===== src/rtl/prog_loader_if.sv =====
// Program-load stream (valid/ready) and program-RAM write port.
// The loader uses the slave modport; the source/RAM side uses the master modport.
interface prog_loader_if #(
  parameter int unsigned ADDR_WIDTH = 4,
  parameter int unsigned DATA_WIDTH = 8
) ();
  logic                  in_valid;
  logic [DATA_WIDTH-1:0] in_data;
  logic                  in_last;
  logic                  in_ready;
  logic                  wr_en;
  logic [ADDR_WIDTH-1:0] wr_addr;
  logic [DATA_WIDTH-1:0] wr_data;

  modport master (
    output in_valid, in_data, in_last,
    input  in_ready, wr_en, wr_addr, wr_data
  );

  modport slave (
    input  in_valid, in_data, in_last,
    output in_ready, wr_en, wr_addr, wr_data
  );
endinterface


===== src/rtl/prog_loader.sv =====
// Streams program words into program RAM, then generates the core's step tick.
// All outputs are registered and updated together with the state.
module prog_loader #(
  parameter int unsigned ADDR_WIDTH = 4,
  parameter int unsigned DATA_WIDTH = 8,
  parameter int unsigned TICK_DIV   = 8
) (
  input  logic                clk,
  input  logic                reset_count,
  input  logic                start_load,
  prog_loader_if.slave        bus,
  input  logic                run_enable,
  output logic                run_tick,
  output logic                loading,
  output logic                done,
  output logic                overflow,
  output logic [ADDR_WIDTH:0] word_count
);

  localparam int unsigned DIV_W = (TICK_DIV > 2) ? $clog2(TICK_DIV) : 1;
  localparam logic [DIV_W-1:0] DIV_MAX = DIV_W'(TICK_DIV - 1);

  typedef enum logic [1:0] {IDLE, LOAD, WRITE, RUN} state_t;

  state_t           state;
  logic             last_q;
  logic [DIV_W-1:0] div_q;

  always_ff @(posedge clk or posedge reset_count) begin
    if (reset_count) begin
      state        <= IDLE;
      last_q       <= 1'b0;
      div_q        <= '0;
      bus.in_ready <= 1'b0;
      bus.wr_en    <= 1'b0;
      bus.wr_addr  <= '0;
      bus.wr_data  <= '0;
      run_tick     <= 1'b0;
      loading      <= 1'b0;
      done         <= 1'b0;
      overflow     <= 1'b0;
      word_count   <= '0;
    end else begin
      bus.wr_en <= 1'b0;
      run_tick  <= 1'b0;
      unique case (state)
        IDLE: begin
          if (start_load) begin
            state        <= LOAD;
            bus.in_ready <= 1'b1;
            loading      <= 1'b1;
            bus.wr_addr  <= '0;
            word_count   <= '0;
            overflow     <= 1'b0;
          end
        end

        LOAD: begin
          // in_ready is always high here, so in_valid alone completes the handshake
          if (bus.in_valid) begin
            state        <= WRITE;
            bus.in_ready <= 1'b0;
            bus.wr_en    <= 1'b1;
            bus.wr_data  <= DATA_WIDTH'(bus.in_data);
            last_q       <= bus.in_last;
          end
        end

        WRITE: begin
          word_count <= word_count + 1'b1;
          if (start_load) begin
            // restart wins over both the increment and the normal exit
            state        <= LOAD;
            bus.in_ready <= 1'b1;
            bus.wr_addr  <= '0;
            word_count   <= '0;
            overflow     <= 1'b0;
          end else if (last_q || (bus.wr_addr == '1)) begin
            state    <= RUN;
            loading  <= 1'b0;
            done     <= 1'b1;
            div_q    <= '0;
            overflow <= !last_q;
          end else begin
            state        <= LOAD;
            bus.in_ready <= 1'b1;
            bus.wr_addr  <= bus.wr_addr + 1'b1;
          end
        end

        RUN: begin
          if (start_load) begin
            state        <= LOAD;
            bus.in_ready <= 1'b1;
            loading      <= 1'b1;
            done         <= 1'b0;
            div_q        <= '0;
            bus.wr_addr  <= '0;
            word_count   <= '0;
            overflow     <= 1'b0;
          end else if (run_enable) begin
            // tick is issued in the cycle after the divider's last count
            if (div_q == DIV_MAX) begin
              div_q    <= '0;
              run_tick <= 1'b1;
            end else begin
              div_q <= div_q + 1'b1;
            end
          end
        end

        default: state <= IDLE;
      endcase
    end
  end

endmodule


===== src/flat_wrapper.sv =====
// flat-port wrapper written by rule: the top's interface ports become plain ports
module prog_loader_flat 
#(
  parameter int unsigned ADDR_WIDTH = 4,
  parameter int unsigned DATA_WIDTH = 8,
  parameter int unsigned TICK_DIV   = 8
)
  (clk, reset_count, start_load, run_enable, run_tick, loading, done, overflow, word_count, bus_in_valid, bus_in_data, bus_in_last, bus_in_ready, bus_wr_en, bus_wr_addr, bus_wr_data);
  prog_loader_if #(.ADDR_WIDTH(ADDR_WIDTH), .DATA_WIDTH(DATA_WIDTH)) bus_i ();
  input  logic clk;
  input  logic reset_count;
  input  logic start_load;
  input  logic run_enable;
  output logic run_tick;
  output logic loading;
  output logic done;
  output logic overflow;
  output logic [ADDR_WIDTH:0] word_count;
  input wire logic [$bits(bus_i.in_valid)-1:0] bus_in_valid;
  input wire logic [$bits(bus_i.in_data)-1:0] bus_in_data;
  input wire logic [$bits(bus_i.in_last)-1:0] bus_in_last;
  output wire logic [$bits(bus_i.in_ready)-1:0] bus_in_ready;
  output wire logic [$bits(bus_i.wr_en)-1:0] bus_wr_en;
  output wire logic [$bits(bus_i.wr_addr)-1:0] bus_wr_addr;
  output wire logic [$bits(bus_i.wr_data)-1:0] bus_wr_data;
  assign bus_i.in_valid = bus_in_valid;
  assign bus_i.in_data = bus_in_data;
  assign bus_i.in_last = bus_in_last;
  assign bus_in_ready = bus_i.in_ready;
  assign bus_wr_en = bus_i.wr_en;
  assign bus_wr_addr = bus_i.wr_addr;
  assign bus_wr_data = bus_i.wr_data;
  prog_loader #(.ADDR_WIDTH(ADDR_WIDTH), .DATA_WIDTH(DATA_WIDTH), .TICK_DIV(TICK_DIV)) u_core (.clk(clk), .reset_count(reset_count), .start_load(start_load), .bus(bus_i), .run_enable(run_enable), .run_tick(run_tick), .loading(loading), .done(done), .overflow(overflow), .word_count(word_count));
endmodule

===== config.mk =====
export PLATFORM = sky130hd
export DESIGN_NAME = prog_loader_flat
export DESIGN_NICKNAME = d
export VERILOG_FILES = /design/src/rtl/prog_loader_if.sv /design/src/rtl/prog_loader.sv /design/src/flat_wrapper.sv
export SDC_FILE = /design/constraint.sdc
export NUM_CORES = 1
export LEC_CHECK = 0
export BUFFER_PORTS_ARGS = -buffer_cell sky130_fd_sc_hd__buf_2
export CAP_MARGIN = 0
export CORE_MARGIN = 3
export CORE_UTILIZATION = 56
export DETAILED_ROUTE_END_ITERATION = 8
export GPL_TIMING_DRIVEN = 0
export HOLD_SLACK_MARGIN = 0.05
export PLACE_DENSITY = 0.84
export SETUP_SLACK_MARGIN = 0.2
export SYNTH_ARGS = -nofsm -noshare
export SYNTH_HDL_FRONTEND = slang
export SYNTH_SLANG_ARGS = --single-unit

===== constraint.sdc =====
create_clock -name clk -period 3.95 [get_ports clk]
set_input_delay 0 -clock clk [delete_from_list [all_inputs] [get_ports clk]]
set_output_delay 0 -clock clk [all_outputs]
set_load 0.01 [all_outputs]

---- Word-level counts from Yosys, hierarchy flattened ----
Index checks and enable logic that the tools add are counted.
word-level totals
  input bits .............................. 14
  flip-flop bits (word level) ............. 29
  output and inout port bits .............. 23
  logic and storage cells ................. 82
cells by class
  $add $sub $neg .......................... 3
  muxes and demuxes ....................... 39
  reduce and logical (&&, ||, !) cells .... 15
  equality and inequality tests ........... 13
operators with widths
  cell                                                                     count
  1-bit two-way mux                                                        17
  3-bit two-way mux                                                        5
  4-bit two-way mux                                                        3
  4-bit AND reduction                                                      3
  5-bit two-way mux                                                        2
  5-bit case mux with 2 select lines                                       1
  3-bit AND reduction                                                      3
  2-bit two-way mux                                                        4
  4-bit case mux with 2 select lines                                       1
  2-bit inequality test, second input constant                             3
  3-bit inequality test, second input constant                             2
  1-bit case mux with 2 select lines                                       3
  2-bit case mux with 3 select lines                                       1
  3-bit case mux with 2 select lines                                       1
  2-bit AND reduction                                                      3
  5-bit by 1-bit adder with 5-bit output, second input constant            1
  4-bit by 1-bit adder with 4-bit output, second input constant            1
  2-bit equality test, second input constant                               2
  4-bit equality test, second input constant                               1
  2-bit by 1-bit inequality test with 1-bit output, second input constant  2
  2-bit nonzero test                                                       2
  3-bit by 1-bit adder with 3-bit output, second input constant            1
  3-bit equality test, second input constant                               1
  3-bit by 2-bit inequality test with 1-bit output, second input constant  1
  other kinds (6)                                                          6

---- Logic depth before layout (Yosys ltp) ----
Gate-level depths: netlist of run 1.
  word-level depth ........................ 5
  mapped depth ............................ 7
  depth with buffers taken out ............ 6

---- Worst setup path after synthesis of run 1 ----
OpenSTA, ideal clock, no wires.
  path kind ............................... reg-to-reg
  from .................................... register u_core.bus.wr_addr[0]
  to ...................................... register u_core.bus.wr_addr[3]
  stages on the path, launching flop included .. 6
  arrival time ............................ 1.570 ns
  required time ........................... 3.885 ns
  path slack .............................. 2.316 ns
  period minus slack after synthesis ...... 1.634 ns
  setup time .............................. 0.065 ns
  path buffers ............................ 0
  cell sequence ........................... dfrtp_1 > ha_1 > a31o_4 > a2111oi_4 > a21o_1 > a22o_2
between the ends
  word-level cells in the longest chain between the ends .. 4
  elaborated cells on any way between the ends .. 8
  those cells by class .................... 1 x add/sub; 2 x eq/ne; 3 x mux; 2 x reduce/logical
ends and longest elaborated chain
  what                                                                           RTL line                              source
  from (decl)                                                                    prog_loader_if.sv:22                  output in_ready, wr_en, wr_addr, wr_data
  from (signal assigned)                                                         prog_loader.sv:87                     bus.wr_addr <= bus.wr_addr + 1'b1;
  4-bit by 1-bit adder with 4-bit output or 4-bit equality test (tied branches)  prog_loader.sv:87, prog_loader.sv:78
  4-bit two-way mux or 1-bit logical OR (tied branches)                          prog_loader.sv:78                     end else if (last_q || (bus.wr_addr == '1)) begin
  4-bit two-way mux or 3-bit inequality test (tied branches)                     --
  4-bit case mux with 2 select lines or 3-bit AND reduction (tied branches)      --
Parallel ways exist; a longest one is shown, timed or not. The select of a mux whose other input is x is not followed.
A chain may end at the register's enable or synchronous reset.

---- Worst setup path in the final report of run 1 ----
  from .................................... register u_core.state[0]
  to ...................................... register u_core.bus.wr_addr[3]
between the ends
  word-level cells in the longest chain between the ends .. 4
  elaborated cells on any way between the ends .. 9
  those cells by class .................... 4 x eq/ne; 1 x mux; 4 x reduce/logical
ends and longest elaborated chain
  what                                                                                                     RTL line           source
  from (decl)                                                                                              prog_loader.sv:25  state_t state;
  from (signal assigned)                                                                                   prog_loader.sv:31  state <= IDLE;
  from (signal assigned)                                                                                   prog_loader.sv:49  state <= LOAD;
  from (signal assigned)                                                                                   prog_loader.sv:61  state <= WRITE;
  2-bit equality test or 2-bit logical NOT (tied branches)                                                 prog_loader.sv:46  unique case (state)
  2-bit OR reduction (no source line)                                                                      --
  2-bit by 1-bit inequality test with 1-bit output (no source line) or 2-bit nonzero test (tied branches)  --
  3-bit AND reduction (no source line)                                                                     --
Parallel ways exist; a longest one is shown, timed or not.

==> results of run 1 <==
[final cells by class]
type	count	area (µm²)
clock inverter	1	5.005
buffer	4	23.77
multi-input combinational	90	658.1
clock buffer	7	65.06
fill	149	475.5
inverter	8	30.03
sequential	29	725.7
tap	28	35.03
timing repair buffer	48	300.3
[cells in the mapped netlist (all sizes together), types with 2 or more instances]
cell type  instances
dfrtp             29
nand2             14
o21ai             12
nor2              11
mux2              10
inv                8
ha                 7
a22o               5
a21oi              4
nand3              3
nor3               3
o221ai             3
and2               2
buf                2
clkbuf             2
mux2i              2
nor2b              2
[through the flow]
step                      worst slack [ns]  cell area (µm²)  std cells
final                                2.013             1843        215
after global routing                 1.974             1843        215
after CTS                            2.060             1843        215
after detailed placement             2.080             1653        195
after global placement               2.210             1653        195
after floorplan                      2.316             1438        131
[report_power, final]
group	internal, mW	total [mW]	leakage (nW)	switching [mW]
logic	0.294	0.676	0.514	0.382
clock network	0.103	0.202	0.0413	0.0991
registers	0.405	0.488	0.367	0.0828
total	0.802	1.37	0.922	0.564
[path summary, 6_finish.rpt]
kind / endpoint / cells after the start
setup / recovery: u_core.bus.wr_addr[3] / 6
hold / removal: u_core.bus.in_ready / 3
setup reg to reg: u_core.bus.wr_addr[3] / 6
hold reg to reg: u_core.bus.wr_data[2] / 1
max in group asynchronous: u_core.bus.wr_addr[2] / 3
min in group asynchronous: u_core.bus.wr_data[4] / 3
[flip-flops by register name, indices dropped and copies added, names as in the netlist, 2 cells and up]
signal              cells
u_core.bus.wr_addr      4
u_core.bus.wr_data      8
u_core.div_q            3
u_core.state            2
u_core.word_count       5
[layer usage]
layer	part of all wire	vias up
met5	0	-
met4	0.010	0
met3	0.076	4
met2	0.52	66
met1	0.39	575
li1	-	580
[critical path, cell delays in order (launching register included)]
cell and delay (ns):
dfrtp_1 0.42, inv_1 0.07, ha_1 0.38, nor2_1 0.39, a221oi_2 0.18, a21o_1 0.19, a22o_2 0.20
[cells by family after synthesis]
group                    Yosys count
AND/OR/NAND/NOR                   38
multiplexers                      12
flip-flops                        29
AO/OA/AOI/OAI                     33
buffers and inverters             12
adder cells (fa/ha/maj)            7
==> metrics.csv, run 1 <==
stage,metric,value,unit
status,outcome,finished clean,
worst_setup_path,r2r-start,u_core.state[0],
worst_setup_path,worstPathRequired,4.16,ns
logic_synthesis,netlist_instances,131,
cells_and_area,layout_commonest_cell,buf_2,
clock_network,ctsResizeCount,0,
cells_and_area,final_cell_mix,"buf_2, dfrtp_1, nand2_1",
die,start_util,0.6201,
placement,portBuffers,36,
logic_synthesis,ys_ff_latch,29,
sta,max_freq,0.5163,GHz
logic_synthesis,synth_edf_count,0,
grt,top_usage_layer,met2,
grt,antenna_found_initial,0,
worst_setup_path,crit_type,register to register,
grt,use_met1,0.2792,
sta,finalCriticalPeriod,1.937,ns
clock_network,cts_setup_buffers,0,
power_and_ir_drop,p_leak,0.9216,nW
logic_synthesis,synth_fa_ha_area_frac,0.06092,
grt,grt_use_met2,0.4109,
die,die_area,0.003211,mm²
clock_network,cts_buffers,5,
sta,whs,0.09504,ns
sta,skew,0.008795,ns
logic_synthesis,synth-compound-area-share,0.1793,
die,core-area,0.002318,mm²
placement,hpwlAfterDp,2343,µm
logic_synthesis,synth_top_family_by_area,compound AO/OA/AOI/OAI gates,
worst_setup_path,startpoint,u_core.state[0],
power_and_ir_drop,ir_worst_vdd,0.5232,mV
logic_synthesis,netlist_area,0.001438,mm²
sta,timing.slew.headroom,0.2805,
die,num_rows,17,
worst_setup_path,cp_max_fo,5,
detailed_routing,drt_iter0_markers,86,
cells_and_area,nets,207,
logic_synthesis,syn_avg_cell_area,10.97,µm²
logic_synthesis,ys.flop_type,dfrtp_1,
logic_synthesis,synthesis.nets,152,
sta,worst_pin_slew,1.078,ns
cells_and_area,antennaDiodeCount,0,
sta,min_period_over_period,0.4903,
min_path,min_path_type,primary input to register,
detailed_routing,drt_first_pass_iters,4,
clock_network,cts_hold_buf,12,
detailed_routing,drtAntennaViolNets,0,
run,drv_cap,0,
detailed_routing,via_count,1225,
sta,finalMaxSlewViolations,0,
power_and_ir_drop,power_density,741.2,mW/mm²
detailed_routing,avgViaCountPerCell,5.698,
sta,setup_viol,0,
logic_synthesis,yosys_warnings,0,
logic_synthesis,synth_top_cell_by_area,dfrtp_1,
sta,fin_tns_setup,0,ns
detailed_routing,routedWlPerCell,16.37,µm
grt,grt_start_max_net_pins,30,
cells_and_area,post-route-util,0.7949,
clock_network,clockBufferDepth,2,
die,die_h,56.67,µm
logic_synthesis,netlist.area_leader.share,0.5048,
detailed_routing,post-route-drc-count,0,
min_path,hp-start,start_load,
sta,rsz0062_at_grt,false,
clock_network,htreeDepth,2,
die,dieWidth,56.67,µm
logic_synthesis,yosysUniqueCellTypes,32,
logic_synthesis,synth_mux_area_frac,0.09225,
power_and_ir_drop,fin_total_pwr,1.366,mW
logic_synthesis,yosys.area_share.simple,0.1253,
clock_network,cts.sinks,29,
clock_network,clk_latency,0.32,ns
logic_synthesis,async_flop_share,1.000,
grt,grt_pass1_wl,5775,µm
detailed_routing,wirelength,3520,µm
clock_network,cts_tree,yes,
cells_and_area,drive_above_1_share,0.3316,
grt,grtUsageMet3,0.05977,
grt,grt-ovfl-total,0,
sta,hold_viol,0,
logic_synthesis,yosysSeqAreaShare,0.5048,
cells_and_area,syn_to_final_growth,28.20,%
logic_synthesis,synth_xor_area_frac,0,
worst_setup_path,arrival,2.15,ns
worst_setup_path,endpoint_kind,register,
worst_setup_path,crit_path_start_kind,register,
grt,grt_pass1_vias,1222,
grt,grt_use_total,0.2344,
clock_network,cts_root_buffer,clkbuf_4,
die,io_pins,37,
placement,gp_congestion,0.8194,
worst_setup_path,reg2reg_slack,2.01,ns
logic_synthesis,synthTopCellsByArea,"dfrtp_1, mux2_2, ha_1",
clock_network,clk_pin_slew,0.09,ns
Note: power is estimated with default switching activity, not from simulation.
==> run 2: changes to the inputs <==
--- a/config.mk
+++ b/config.mk
@@ -5,14 +5,16 @@
 export SDC_FILE = /design/constraint.sdc
 export NUM_CORES = 1
 export LEC_CHECK = 0
+export ABC_AREA = 1
 export BUFFER_PORTS_ARGS = -buffer_cell sky130_fd_sc_hd__buf_2
 export CAP_MARGIN = 0
+export CORE_ASPECT_RATIO = 0.5
 export CORE_MARGIN = 3
-export CORE_UTILIZATION = 56
+export CORE_UTILIZATION = 52
 export DETAILED_ROUTE_END_ITERATION = 8
 export GPL_TIMING_DRIVEN = 0
 export HOLD_SLACK_MARGIN = 0.05
-export PLACE_DENSITY = 0.84
+export PLACE_DENSITY = 0.78
 export SETUP_SLACK_MARGIN = 0.2
 export SYNTH_ARGS = -nofsm -noshare
 export SYNTH_HDL_FRONTEND = slang
==> constraint.sdc (replaced) <==
create_clock -name clk -period 1.8 [get_ports clk]
set_input_delay 0 -clock clk [delete_from_list [all_inputs] [get_ports clk]]
set_output_delay 0 -clock clk [all_outputs]
set_load 0.01 [all_outputs]
==> metrics.csv, run 2 <==
stage,metric,value,unit
cells_and_area,final_cell_mix,"nand2_1, buf_2, dfrtp_1",
worst_setup_path,cpPeakStageDelay,0.41,ns
logic_synthesis,syn_avg_cell_area,8.442,µm²
clock_network,htreeDepth,2,
cells_and_area,top_register,u_core.bus.wr_data,
grt,grt_pass1_wl,5913,µm
cells_and_area,stdcell_area,0.001892,mm²
logic_synthesis,netlist_instances,174,
placement,placed_area,0.001693,mm²
cells_and_area,nFillCells,187,
detailed_routing,routedWlPerCell,13.05,µm
logic_synthesis,netlist_area,0.001469,mm²
worst_setup_path,crit_path_start_kind,register,
detailed_routing,wirelength,3433,µm
worst_setup_path,path_cells,inv_1 > ha_2 > nor2_1 > nand2_1 > inv_2 > nand4_1 > nand2_1,
cells_and_area,nets,249,
worst_setup_path,cp_max_fo,7,
placement,portBuffers,36,
detailed_routing,drt_iter0_markers,81,
logic_synthesis,synth_most_common_cell,nand2_1,
worst_setup_path,arrival,1.68,ns
worst_setup_path,crit_slowest_cell,dfrtp_1,
die,die_area,0.003537,mm²
worst_setup_path,crit_top_cell,nand2_1,
worst_setup_path,crit_type,register to register,
sta,worst_pin_slew,1.076,ns
die,dieWidth,81.17,µm
logic_synthesis,synth_top_cell_by_area,dfrtp_1,
die,start_util,0.6039,
clock_network,cts_buffers,5,
sta,finalMaxSlewViolations,0,
cells_and_area,largest_reg_flops,8,
sta,max_freq,0.6789,GHz
cells_and_area,syn_to_final_growth,28.79,%
cells_and_area,largest_registers,"u_core.bus.wr_data (8), u_core.word_count (5), u_core.bus.wr_addr (4)",
grt,grt-ovfl-total,0,
power_and_ir_drop,ir_worst_vdd,0.8907,mV
sta,finalCriticalPeriod,1.473,ns
sta,fin_tns_setup,0,ns
min_path,min_path_type,primary input to register,
logic_synthesis,yosysUniqueCellTypes,26,
power_and_ir_drop,power_density,1497,mW/mm²
logic_synthesis,async_flop_share,1.000,
placement,hpwlAfterDp,2293,µm
detailed_routing,via_count,1314,
cells_and_area,drive_above_1_share,0.2675,
cells_and_area,final_cell_count_no_fill,263,
sta,hold_viol,0,
worst_setup_path,endpoint_kind,register,
logic_synthesis,yosysSeqAreaShare,0.4940,
logic_synthesis,ys_ff_latch,29,
grt,grt_start_max_net_pins,30,
cells_and_area,antennaDiodeCount,0,
grt,grt_use_total,0.2233,
die,core-area,0.002432,mm²
die,io_pins,37,
cells_and_area,multi_input_area,664.4,µm²
placement,dp.cells,245,
clock_network,clockBufferDepth,2,
die,num_rows,12,
sta,rsz0062_at_grt,false,
logic_synthesis,synthesis.nets,195,
sta,min_period_over_period,0.8184,
cells_and_area,post-route-util,0.7778,
logic_synthesis,ys.flop_type,dfrtp_1,
worst_setup_path,crit_buf_inv,2,
run,drv_cap,0,
logic_synthesis,netlist.area_leader.share,0.4940,
worst_setup_path,worstPathRequired,2.01,ns
status,outcome,finished clean,
detailed_routing,avgViaCountPerCell,4.996,
power_and_ir_drop,fin_total_pwr,2.832,mW
sta,whs,0.06407,ns
detailed_routing,drtAntennaViolNets,0,
logic_synthesis,synthTopCellsByArea,"dfrtp_1, nand2_1, ha_1",
grt,grt_pass1_vias,1297,
logic_synthesis,synth_edf_count,0,
sta,setup_ws,0.3270,ns
sta,setup_viol,0,
clock_network,clk_latency,0.27,ns
cells_and_area,layout_commonest_cell,nand2_1,
clock_network,cts_tree,yes,
clock_network,cts_root_buffer,clkbuf_8,
power_and_ir_drop,p_leak,1.063,nW
clock_network,clk_pin_slew,0.06,ns
worst_setup_path,crit_family,simple AND/OR/NAND/NOR gates,
die,die_h,43.58,µm
placement,post-place-ws,0.2707,ns
logic_synthesis,yosys_warnings,0,
logic_synthesis,synthTopCellsByCount,"nand2_1, dfrtp_1, inv_1",
sta,timing.slew.headroom,0.2821,
placement,gp_congestion,0.9189,
clock_network,cts.sinks,29,
detailed_routing,drt_first_pass_iters,4,
detailed_routing,post-route-drc-count,0,
grt,antenna_found_initial,0,
cells_and_area,register_area,725.7,µm²
sta,skew,0.003922,ns
-- run 2: cell count changes after synthesis, moves of 4 or more --
| cell | previous run | this run |
|---|---|---|
| nand3_1 | 3 | 9 |
| mux2_2 | 10 | 0 |
| a22o_1 | 4 | 0 |
| o21ai_0 | 12 | 6 |
| nand4_1 | 0 | 7 |
| inv_1 | 8 | 16 |
| nand2_1 | 14 | 64 |
-- run 2: cell type report --
class                      instances  share of cell area
sequential                        29              0.3836
multi-input combinational        125              0.3512
timing repair buffer              47              0.1534
clock buffer                       7             0.04564
inverter                          19             0.04034
tap                               35             0.02315
buffer                             1            0.002646
-- run 2: worst min-delay path, delay by kind of cell --
family / cells / cell delay (ns)
simple gates: 2 / 0.15
buf+inv: 1 / 0.15
-- run 2: per-layer routing --
| layer | vias to the layer above | wire length, µm | GRT usage |
|---|---|---|---|
| met4 | 0 | 40 | 0.06397 |
| met3 | 6 | 197 | 0.07469 |
| li1 | 662 | - | - |
| met1 | 612 | 1646 | 0.2919 |
| met2 | 34 | 1548 | 0.3573 |
| met5 | - | 0 | 0 |
-- run 2: power breakdown --
part / internal, mW / total [mW] / switching (mW)
sequential: 0.865 / 1.01 / 0.143
clock: 0.303 / 0.530 / 0.227
combinational: 0.481 / 1.29 / 0.813
total: 1.65 / 2.83 / 1.18
-- run 2: timing repair --
action / 4_1_cts / 5_1_grt
setup endpoints to repair: 0 / 9
setup buffers: 0 / 0
resized for setup: 0 / 2
hold endpoints to repair: 39 / 0
hold buffers: 11 / 0
-- run 2: kinds of logic (layout without fill, tap and decap cells) --
family                   after synthesis  count (layout)  synth area share
AND/OR/NAND/NOR                      103             103            0.3160
buffers and inverters                 20              74           0.05537
AO/OA/AOI/OAI                         15              15           0.07496
flip-flops                            29              29            0.4940
adder cells (fa/ha/maj)                7               7           0.05962
-- run 2: worst paths after layout --
path	from	endpoint	slack, ns	depth (start not counted)
max	u_core.state[0]	u_core.bus.wr_addr[3]	0.33	7
min	start_load	u_core.loading	0.06	3
max reg2reg	u_core.state[0]	u_core.bus.wr_addr[3]	0.33	7
min reg2reg	u_core.done	u_core.done	0.47	2
max in group asynchronous	reset_count	u_core.div_q[2]	0.60	3
min in group asynchronous	reset_count	u_core.word_count[1]	0.55	3
